`config.mk`:
```
export PLATFORM = sky130hd
export DESIGN_NAME = buffer_port_arbiter
export DESIGN_NICKNAME = d
export VERILOG_FILES = /design/src/rtl/buffer_port_arbiter.sv
export SDC_FILE = /design/constraint.sdc
export NUM_CORES = 1
export LEC_CHECK = 0
export CAP_MARGIN = 10
export CELL_PAD_IN_SITES_DETAIL_PLACEMENT = 0
export CELL_PAD_IN_SITES_GLOBAL_PLACEMENT = 2
export CORE_AREA = 2 2 182 95
export CTS_CLUSTER_SIZE = 10
export DETAILED_ROUTE_END_ITERATION = 16
export DIE_AREA = 0 0 184 97
export PLACE_DENSITY = 0.86
export SLEW_MARGIN = 20
export SYNTH_ARGS = -nofsm -noshare
export SYNTH_HDL_FRONTEND = slang
export SYNTH_SLANG_ARGS = --single-unit
```
`constraint.sdc`:
```
create_clock -name clk -period 1.8 [get_ports clk]
set_input_delay 0.18 -clock clk [delete_from_list [all_inputs] [get_ports clk]]
set_output_delay 0.18 -clock clk [all_outputs]
set_load 0.005 [all_outputs]
```
`src/rtl/buffer_port_arbiter.sv`:
```
// ----------------------------------------------------------------------------
// buffer_port_arbiter
//
// Shares one single-port buffer SRAM between NUM_REQ requesters (typically the
// producers that feed the systolic-array FIFOs). Arbitration is round-robin:
// the last owner becomes lowest priority for the next round. A grant is held
// for as long as its owner keeps request high. The owner's SRAM controls are
// muxed onto the memory port; read data is broadcast to all requesters.
//
// Ports
//   clk, rstn        clock (posedge) / asynchronous active-low reset
//   req_mask         1 = requester takes part in arbitration
//   request          per-requester access request
//   grant            registered one-hot (or zero) grant
//   owner_id         index of the current / most recent owner
//   busy             arbiter not idle
//   hold_timeout     sticky flag: one grant held longer than MAX_HOLD cycles
//   clear_err        clears hold_timeout (a same-cycle set wins)
//   req_cs/oe/W_req  per-requester SRAM controls
//   req_addr         packed addresses, requester i at [i*ADDR_WIDTH +: ADDR_WIDTH]
//   req_W_data       packed write data, requester i at [i*DATA_WIDTH +: DATA_WIDTH]
//   req_R_data       broadcast copy of mem_R_data
//   mem_*            the shared SRAM port
// ----------------------------------------------------------------------------
module buffer_port_arbiter #(
    parameter int   NUM_REQ    = 4,
    parameter int   DATA_WIDTH = 16,
    parameter int   ADDR_WIDTH = 20,
    parameter int   MAX_HOLD   = 1024,
    // Disabled-level encodings of the SRAM controls (single_port_ram_pkg
    // CS_DIS / OE_DIS / WREQ_DIS); override if the RAM uses other levels.
    parameter logic CS_DIS     = 1'b0,
    parameter logic OE_DIS     = 1'b0,
    parameter logic WREQ_DIS   = 1'b0
) (
    input  logic                             clk,
    input  logic                             rstn,
    input  logic [NUM_REQ-1:0]               req_mask,
    input  logic [NUM_REQ-1:0]               request,
    output logic [NUM_REQ-1:0]               grant,
    output logic [$clog2(NUM_REQ)-1:0]       owner_id,
    output logic                             busy,
    output logic                             hold_timeout,
    input  logic                             clear_err,
    input  logic [NUM_REQ-1:0]               req_cs,
    input  logic [NUM_REQ-1:0]               req_oe,
    input  logic [NUM_REQ*ADDR_WIDTH-1:0]    req_addr,
    input  logic [NUM_REQ-1:0]               req_W_req,
    input  logic [NUM_REQ*DATA_WIDTH-1:0]    req_W_data,
    output logic [DATA_WIDTH-1:0]            req_R_data,
    output logic                             mem_cs,
    output logic                             mem_oe,
    output logic                             mem_W_req,
    output logic [ADDR_WIDTH-1:0]            mem_addr,
    output logic [DATA_WIDTH-1:0]            mem_W_data,
    input  logic [DATA_WIDTH-1:0]            mem_R_data
);

    localparam int IDW = $clog2(NUM_REQ);
    localparam int HCW = $clog2(MAX_HOLD + 1);

    typedef enum logic [1:0] {IDLE, GRANT, RELEASE} state_t;

    state_t             state, state_nxt;
    logic [NUM_REQ-1:0] grant_nxt;
    logic [IDW-1:0]     owner_nxt;
    logic [IDW-1:0]     rr_ptr, rr_nxt;
    logic [HCW-1:0]     hold_cnt, hold_nxt;
    logic               timeout_nxt;

    logic [NUM_REQ-1:0] eligible;
    logic               found;
    logic [IDW-1:0]     winner;
    logic [IDW-1:0]     scan_idx;

    assign eligible = request & req_mask;

    // Round-robin search: scan rr_ptr+1, rr_ptr+2, ... so the previous owner
    // (held in rr_ptr) is looked at last.
    always_comb begin
        found    = 1'b0;
        winner   = '0;
        scan_idx = '0;
        for (int i = 1; i <= NUM_REQ; i++) begin
            scan_idx = IDW'((int'(rr_ptr) + i) % NUM_REQ);
            if (!found && eligible[scan_idx]) begin
                found  = 1'b1;
                winner = scan_idx;
            end
        end
    end

    // Next-state, grant, pointer and watchdog logic
    always_comb begin
        state_nxt   = state;
        grant_nxt   = grant;
        owner_nxt   = owner_id;
        rr_nxt      = rr_ptr;
        hold_nxt    = '0;
        timeout_nxt = hold_timeout & ~clear_err;
        case (state)
            IDLE: begin
                if (found) begin
                    grant_nxt = NUM_REQ'(1) << winner;
                    owner_nxt = winner;
                    state_nxt = GRANT;
                end
            end
            GRANT: begin
                // Watchdog only: flag the long hold but never revoke the grant.
                if (hold_cnt == HCW'(MAX_HOLD)) begin
                    timeout_nxt = 1'b1;
                end
                if (request[owner_id]) begin
                    hold_nxt = (hold_cnt == HCW'(MAX_HOLD)) ? hold_cnt : hold_cnt + 1'b1;
                end else begin
                    grant_nxt = '0;
                    rr_nxt    = owner_id;
                    state_nxt = RELEASE;
                end
            end
            RELEASE: begin
                state_nxt = IDLE;
            end
            default: begin
                state_nxt = IDLE;
            end
        endcase
    end

    always_ff @(posedge clk or negedge rstn) begin
        if (!rstn) begin
            state        <= IDLE;
            grant        <= '0;
            owner_id     <= '0;
            rr_ptr       <= IDW'(NUM_REQ - 1);
            hold_cnt     <= '0;
            hold_timeout <= 1'b0;
        end else begin
            state        <= state_nxt;
            grant        <= grant_nxt;
            owner_id     <= owner_nxt;
            rr_ptr       <= rr_nxt;
            hold_cnt     <= hold_nxt;
            hold_timeout <= timeout_nxt;
        end
    end

    assign busy = (state != IDLE);

    // The owner keeps the port through RELEASE so a producer can finish its
    // tail access after dropping request. Because state resets asynchronously,
    // the port is disabled the moment rstn falls.
    always_comb begin
        mem_cs     = CS_DIS;
        mem_oe     = OE_DIS;
        mem_W_req  = WREQ_DIS;
        mem_addr   = '0;
        mem_W_data = '0;
        if (state != IDLE) begin
            mem_cs     = req_cs[owner_id];
            mem_oe     = req_oe[owner_id];
            mem_W_req  = req_W_req[owner_id];
            mem_addr   = req_addr[owner_id*ADDR_WIDTH +: ADDR_WIDTH];
            mem_W_data = req_W_data[owner_id*DATA_WIDTH +: DATA_WIDTH];
        end
    end

    assign req_R_data = mem_R_data;

endmodule

```
* Yosys cells after proc, flatten, opt, wreduce, memory -nomap -nowiden
Index checks and enable logic that the tools add are counted.
** Word-level totals
- Input port bits :: 183
- Output and inout port bits :: 63
- Word-level logic and storage cells :: 82
- Bits in registers :: 22
** Cells by class
- Add/sub/neg operators :: 5
- Bitwise logic cells :: 4
- Equality and inequality tests :: 5
- Muxes and demuxes :: 40
- Reduce and logical (&&, ||, !) cells :: 13
- $lt $le $gt $ge :: 5
- $mul :: 1
- Shift-type cells :: 3
** Operator list (number)
- variable part select 80 x 8 -> 20 bit :: 1
- variable part select 64 x 7 -> 16 bit :: 1
- 2-to-1 mux 11 bit :: 3
- 2-to-1 mux 20 bit :: 1
- 2-to-1 mux 1 bit :: 17
- binary-select mux 1 bit (select 2 bit) :: 8
- 2-to-1 mux 16 bit :: 1
- < comparator 2 x 3 -> 1 bit, second input constant :: 5
- 2-to-1 mux 2 bit :: 6
- adder 11 x 1 -> 11 bit, second input constant :: 1
- equality test 11 bit, second input constant :: 1
- 2-to-1 mux 4 bit :: 2
- case mux 4 bit (2 select lines) :: 1
- AND reduction 2 bit :: 3
- multiplier 2 x 3 -> 5 bit, second input constant :: 1
- adder 2 x 1 -> 2 bit, second input constant :: 2
- adder 2 bit, second input constant :: 2
- AND 4 bit :: 1
- != test 2 bit, second input constant :: 2
- case mux 2 bit (2 select lines) :: 1
- nonzero test 2 bit :: 2
- left shift 1 x 2 -> 4 bit, first input constant :: 1
- logical AND 1 bit :: 3
- logical NOT 1 bit :: 3
- 6 further kinds :: 7

* Longest topological paths before layout
Gate-level depths: netlist (run 1).
- Depth in word-level cells :: 16
- Gate-level depth with buffers :: 6
- Gate-level depth less buffers :: 6

* Least setup slack after synthesis (run 1)
No wires, ideal clock.
- Path type :: flip-flop to output port
- Start point :: register owner_id[0]
- End point :: output port mem_W_data[10]
- Stages on the path, launching flop included :: 5
- Data required time :: 1.620 ns
- Path buffers :: 2
- Data arrival time :: 1.471 ns
- Path slack :: 0.149 ns
- Path through :: dfrtp_1 buf_2 buf_2 mux4_2 and2_1
** On the way
- Word-level cells in the longest chain between the ends :: 2
** Ends and longest elaborated chain
- from (decl) :: line 41 : output logic [$clog2(NUM_REQ)-1:0] owner_id,
- from (signal assigned) :: line 142 : owner_id <= owner_nxt;
- variable part select 64 x 7 -> 16 bit :: line 165 : mem_W_data = req_W_data[owner_id*DATA_WIDTH +: DATA_WIDTH];
- 2-to-1 mux 16 bit :: line 160 : if (state != IDLE) begin
- to (decl) :: line 55 : output logic [DATA_WIDTH-1:0] mem_W_data,
No other way between the ends.

* Worst setup path after layout (run 1)
- Start point :: register owner_id[0]
- End point :: output port mem_addr[4]
** On the way
- Word-level cells in the longest chain between the ends :: 3
** Ends and longest elaborated chain
- multiplier 2 x 3 -> 5 bit :: line 164 : mem_addr = req_addr[owner_id*ADDR_WIDTH +: ADDR_WIDTH];
- variable part select 80 x 8 -> 20 bit :: line 164
- 2-to-1 mux 20 bit :: line 160
- to (decl) :: line 54 : output logic [ADDR_WIDTH-1:0] mem_addr,
No other way between the ends.

==> out/qor.txt, run 1 <==
Clock Latency Late Sink: 260 ps
number of hold violations in the final report: 0
status: finished with violations
syn avg cell area: 11.0 µm²
vias post-DR: 2890
worst setup slack after layout: -273 ps
number of port buffers: 213
initial antenna violation count: 0
violated checks: negative setup slack
Critical Path Start Type: flop
cells along the critical path: buf_12 > buf_4 > buf_12 > buf_12 > mux4_2 > and2_4 > buf_6
busiest grt layer: met2
TritonCTS buffer count: 3
TritonCTS clock tree: done
routed len/inst: 18.0 µm
dpl hpwl: 9.16 mm
Post-synth EDFFs: 0
Rel. slew slack: 57.6%
# rows: 33
CP arrival: 1890 ps
R2R Path Start: owner_id[0]
worst slew pin tran: 632 ps
M2 GR Usage: 20.7%
placed instance area: 0.00496 mm²
Max Root-Sink Buffers: 2
Seq/Total Area, Yosys: 21.8%
switching part of the total: 33.3%
final period utilization: 115%
Fin Clk Skew: 2.56 ps
Crit Path Max Fanout: 4
M1 GR Usage: 18.5%
Leak: 2.22 nW
fraction of layout cells with a size suffix above 1: 41.4%
Power Dens Cells: 1300 mW/mm²
DRT antenna net count: 0
Crit path top cell by count: buf_12
final setup vio count: 54
Crit Path Class: reg -> out
# clock sinks: 22
Synth Cell Area: 0.00254 mm²
vias in the first global route: 3157
Netlist cell types: 52
Worst Hold Class: in -> async
Sequential Power Share: 10.9%
sw power: 2.42 mW
Initial DRT Pass Iterations: 4
Syn. warnings: 0
Ports: 246
area grow syn2layout: 120%
Syn Inst Count: 231
slowest CP cell: dfrtp_2
met3 Use GR: 3.16%
initial core utilization: 15.8%
crit path time final: 2070 ps
largest net degree at the start of global routing: 31
Comb pwr share: 81.9%
Slew Viols, Final: 0
global-route usage over all layers: 13.0%
drt via density: 4.31
post-synth top area cell: mux4_2
Filler Cell Count: 1621
Area contributors post-synth: mux4_2 35%, dfrtp_1 20%, and2_1 9.9%
Syn Nets: 416
max_cap viols: 0
CORE AREA: 0.0161 mm²
final core utilization: 34.7%
number of synthesized register bits: 22
Crit. End Element: output port
CP required: 1620 ps
clk root buf: clkbuf_16
htree depth: 1
Die Wd: 184 µm
GRT overflow: 0
RSZ-0062 raised after global routing: true
Fmax: 482 MHz
# diodes: 0
clk slew on worst S/H paths: 60 ps
first-pass GRT wire length: 18.0 mm
Main synth FF type: dfrtp_1
Final GP Congestion: 0.805
residual DRC count: 0
area share of the largest cell type after synthesis: 35.5%
fraction of registers with async set/reset: 100%
final WL: 12.1 mm
CP startpoint: owner_id[0]
DIE HEIGHT: 97 µm
clock network fraction of total power: 7.2%
Final nets: 647
Initial DRC Count: 118
CP peak stage delay: 430 ps
design area: 0.00559 mm²
full die area: 0.0178 mm²
Peak VDD IR: 0.682 mV
Fin Hold WS: 269 ps
Hold-fix buffers, CTS: 0
Power Internal: 4.84 mW
most frequent cells after synthesis: 40 x and2_1, 40 x mux4_2, 20 x dfrtp_1, 17 x buf_4, 9 x nand3_1
==> sequential cells by signal, summed over array words and instances (netlist names) <==
name,cells
state,2
grant,4
owner_id,2
hold_cnt,11
rr_ptr,2
hold_timeout,1
==> timing repair <==
| item | 4_1_cts | 5_1_grt |
|---|---|---|
| endpoints found under the setup margin | 40 | 57 |
| gates cloned | 4 | 0 |
| buffers inserted | 19 | 9 |
| pin swaps | 20 | 19 |
| gates resized for setup | 199 | 64 |
==> per-stage QoR <==
stage	setup WS (ps)	setup TNS (ps)	power [mW]	instances
floorplan	149	0	2.94	231
global placement	-205	-5510	5.28	643
detailed placement	-222	-5660	5.34	643
CTS	-282	-7300	6.57	668
global route	-314	-9630	7.75	671
finish	-273	-7020	7.26	671
==> logic make-up (layout without fill, tap and decap cells) <==
kind of cell	Yosys count	after routing	synth area share [%]
and+or+nand+nor	85	85	19.7
muxes	43	43	36.7
buffers and inverters	40	270	9.12
DFF	22	22	21.8
AOI/OAI and AO/OA	33	33	9.61
xor gates and xnor gates	6	6	2.07
adders and majority gates	2	2	0.986
==> cell type report <==
class                      count  area (µm²)  share of cell area [%]
clock buffer                   4        88.8                    1.59
sequential                    22         556                    9.94
tap                          210         263                    4.70
multi-input combinational    169        1910                    34.2
timing repair buffer         259        2740                    49.1
inverter                       7        26.3                   0.470
==> final timing paths <==
check	slack, ps	cells past startpoint	to
min in group clk	360	0	req_R_data[3]
worst max register to register	-180	9	grant[1]
worst min-delay path	270	2	grant[0]
worst max-delay path	-270	7	mem_addr[4]
max in group asynchronous	1250	2	rr_ptr[0]
worst min register to register	510	2	rr_ptr[0]
==> worst max-delay path, delay by kind of cell, from the launching register on <==
kind                   cells  cell delay [ps]
DFF                        1              430
muxes                      1              410
and+or+nand+nor            1              170
buffers and inverters      5              630
==> metal layers <==
metal / share of wire (%) / vias up
li1: - / 1323
met1: 47 / 1433
met2: 45 / 129
met3: 7.4 / 5
met4: 0.57 / 0
met5: 0 / -
==> power by group through the flow <==
stage | Sequential (mW) | Combinational (mW) | Clock [mW]
after floorplan | 0.710 | 2.23 | 0
after global placement | 0.795 | 4.49 | 0
after detailed placement | 0.800 | 4.54 | 0
after CTS | 0.788 | 5.25 | 0.532
after global routing | 0.815 | 6.37 | 0.566
final | 0.794 | 5.94 | 0.523
==> cells in the final DEF, fill, tap and decap left out, drive strengths merged, types with 2 or more instances in the layout <==
cell type and instances:
o21ai 8, inv 7, or2 2, nor3 2
nand4 2, o21a 2, buf 85, a22o 3
mux2i 2, clkdlybuf4s50 173, nand3 9, nor4 2
or3 4, and2 40, a22oi 2, a21o 2
mux4 40, xnor2 3, a21oi 8, dfstp 2
clkbuf 4, dfrtp 20, ha 2, xor2 3
nor2 8, nand2 8, and3 3
Power figures use the tool's default switching activity.
==> run 2: changes to the inputs <==
==> constraint.sdc (replaced) <==
create_clock -name clk -period 1.8 [get_ports clk]
set_input_delay 0.18 -clock clk [delete_from_list [all_inputs] [get_ports clk]]
set_output_delay 0.18 -clock clk [all_outputs]
set_load 0.01 [all_outputs]
==> run 2 against run 1 <==
The flow still finishes with violations (negative setup slack). Cell count down 1.5%. Sequential power down 4.4%. Fmax increased by 3.6%. Routed wire length fell by 3.3%. Core utilization shrank 0.93 points. Non-clock buffer count shrank 10. Total power fell by 0.98%. Critical endpoint is now mem_addr[3].
==> out/qor.txt, run 2 (synthesized netlist as in run 1, its figures left out) <==
status: finished with violations (unchanged)
violated checks: negative setup slack (unchanged)
vias in the first global route: 3092 (was 3157)
fraction of layout cells with a size suffix above 1: 38.4% (was 41.4%)
most common cell after layout, fill and taps aside: clkdlybuf4s50_1 (unchanged)
clk root buf: clkbuf_16 (unchanged)
Critical Path Start Type: flop (unchanged)
Inst Count DP: 642 (was 643)
Leak: 2.14 nW (was 2.22 nW)
GRT overflow: 0 (unchanged)
initial core utilization: 15.8% (unchanged)
worst setup slack after layout: -201 ps (was -273 ps)
initial antenna violation count: 0 (unchanged)
worst slew pin tran: 521 ps (was 632 ps)
Fin Clk Skew: 7.20 ps (was 2.56 ps)
final period utilization: 111% (was 115%)
number of port buffers: 213 (unchanged)
Max Root-Sink Buffers: 2 (unchanged)
vias post-DR: 2808 (was 2890)
DIE HEIGHT: 97 µm (unchanged)
final std cells w/o fill: 661 (was 671)
Final nets: 637 (was 647)
# rows: 33 (unchanged)
clk slew on worst S/H paths: 60 ps (about the same)
Initial DRC Count: 95 (was 118)
global-route usage over all layers: 12.8% (was 13.0%)
residual DRC count: 0 (unchanged)
dpl hpwl: 9.05 mm (was 9.16 mm)
DRT antenna net count: 0 (unchanged)
TritonCTS buffer count: 3 (unchanged)
Clock Latency Late Sink: 260 ps (about the same)
area grow syn2layout: 114% (was 120%)
routed len/inst: 17.7 µm (was 18.0 µm)
Rel. slew slack: 65.0% (was 57.6%)
Fmax: 500 MHz (was 482 MHz)
final setup vio count: 41 (was 54)
Peak VDD IR: 0.521 mV (was 0.682 mV)
# clock sinks: 22 (unchanged)
most frequent cells in the layout: 172 x clkdlybuf4s50_1, 40 x mux4_2, 34 x buf_6, 29 x and2_4, 18 x dfrtp_1 (was 173 x clkdlybuf4s50_1, 40 x mux4_2, 37 x buf_6, 30 x and2_4, 19 x buf_4)
number of hold violations in the final report: 0 (unchanged)
RSZ-0062 raised after global routing: true (unchanged)
drt via density: 4.25 (was 4.31)
final WL: 11.7 mm (was 12.1 mm)
Ports: 246 (unchanged)
TritonCTS clock tree: done (unchanged)
first-pass GRT wire length: 17.7 mm (was 18.0 mm)
CP required: 1620 ps (about the same)
CP arrival: 1820 ps (was 1890 ps)
# diodes: 0 (unchanged)
Slew Viols, Final: 0 (unchanged)
Crit Path Max Fanout: 5 (was 4)
Reg with most FFs: hold_cnt (unchanged)
Power Dens Cells: 1320 mW/mm² (was 1300 mW/mm²)
htree depth: 1 (unchanged)
slowest CP cell: mux4_2 (was dfrtp_2)
max_cap viols: 0 (unchanged)
full die area: 0.0178 mm² (unchanged)
final core utilization: 33.8% (was 34.7%)
crit path time final: 2000 ps (was 2070 ps)
Initial DRT Pass Iterations: 4 (unchanged)
biggest regs: hold_cnt x11, grant x4 (unchanged)
CP bufs+invs: 4 (was 5)
Die Wd: 184 µm (unchanged)
cells along the critical path: buf_6 > buf_8 > buf_12 > mux4_2 > and2_1 > buf_2 (was buf_12 > buf_4 > buf_12 > buf_12 > mux4_2 > and2_4 > buf_6)
Crit. End Element: output port (unchanged)
number of flip-flops in the largest register: 11 (unchanged)
CP delay by family, top: multiplexers (was buffers and inverters)
Final GP Congestion: 0.815 (was 0.805)
Crit Path Class: reg -> out (unchanged)
CP peak stage delay: 510 ps (was 430 ps)
largest net degree at the start of global routing: 33 (was 31)
Worst Hold Class: in -> async (unchanged)
CORE AREA: 0.0161 mm² (unchanged)
## run 2: cell types whose count changed in the layout (fill, tap and decap cells not counted), moves of 4 or more
cell	previous run	this run
nor2_2	5	1
nor2_1	3	7
buf_4	19	15
buf_12	14	8
## run 2: timing repair
action | 4_1_cts | 5_1_grt
resized for setup | 200 | 50
hold buffers | 0 | 0
cloned | 6 | 0
endpoints found under the setup margin | 41 | 47
pin swaps | 32 | 3
setup buffers | 8 | 2
## run 2: worst paths after layout
kind	startpoint	slack, ps	cells after the start	endpoint
worst max-delay path	owner_id[0]	-200	6	mem_addr[3]
worst min-delay path	rstn	280	2	grant[2]
worst max register to register	owner_id[0]	-50	8	grant[3]
worst min register to register	grant[0]	530	2	grant[0]
max in group asynchronous	rstn	1240	2	rr_ptr[1]
min in group clk	mem_R_data[3]	360	0	req_R_data[3]
## run 2: cell type report
cell class,instances,area [µm²]
fillers,1626,10700
clock buffers,4,88.8
well taps,210,263
inverters,7,26.3
flip-flops and latches,22,556
repair buffers,249,2630
multi-input cells,169,1870
## run 2: power breakdown
part / total (mW) / internal [mW] / switching [mW]
combinational: 5.91 / 3.66 / 2.25
clock: 0.522 / 0.339 / 0.182
sequential: 0.759 / 0.636 / 0.123
## run 2: per-stage QoR
| step | setup TNS, ps | setup WS, ps | hold WS (ps) | cell area, µm² | total power, mW |
|---|---|---|---|---|---|
| final | -4920 | -201 | 277 | 5440 | 7.19 |
| after global routing | -7330 | -251 | 319 | 5440 | 7.67 |
| after CTS | -5800 | -202 | 285 | 5250 | 6.68 |
| after detailed placement | -7500 | -252 | 360 | 4950 | 5.57 |
| after global placement | -7240 | -253 | 360 | 4950 | 5.52 |
| after floorplan | 0 | 80.3 | -116 | 2540 | 3.19 |
## run 2: worst register-to-register path, stage by stage (launching register included)
cell and delay, ps:
dfrtp_2 430, buf_12 150, buf_8 120, buf_6 110, or3b_4 410, a2bb2oi_4 170
inv_2 90, nor2_2 40, a22o_1 220
## run 2: routing by layer
metal / GRT usage, % / up-vias / part of all wire [%]
li1: - / 1304 / -
met1: 17.5 / 1368 / 45
met2: 20.5 / 132 / 46
met3: 3.99 / 4 / 9.0
met4: 1.05 / 0 / 0.23
met5: 0 / - / 0
==> run 3: changes to the inputs <==
--- a/config.mk
+++ b/config.mk
@@ -5,10 +5,12 @@
 export SDC_FILE = /design/constraint.sdc
 export NUM_CORES = 1
 export LEC_CHECK = 0
+export ABC_CLOCK_PERIOD_IN_PS = 1800
 export CAP_MARGIN = 10
 export CELL_PAD_IN_SITES_DETAIL_PLACEMENT = 0
 export CELL_PAD_IN_SITES_GLOBAL_PLACEMENT = 2
 export CORE_AREA = 2 2 182 95
+export CTS_CLUSTER_DIAMETER = 80
 export CTS_CLUSTER_SIZE = 10
 export DETAILED_ROUTE_END_ITERATION = 16
 export DIE_AREA = 0 0 184 97
==> results of run 3 <==
No change in the layout: final DEF, timing and power equal those of run 2.
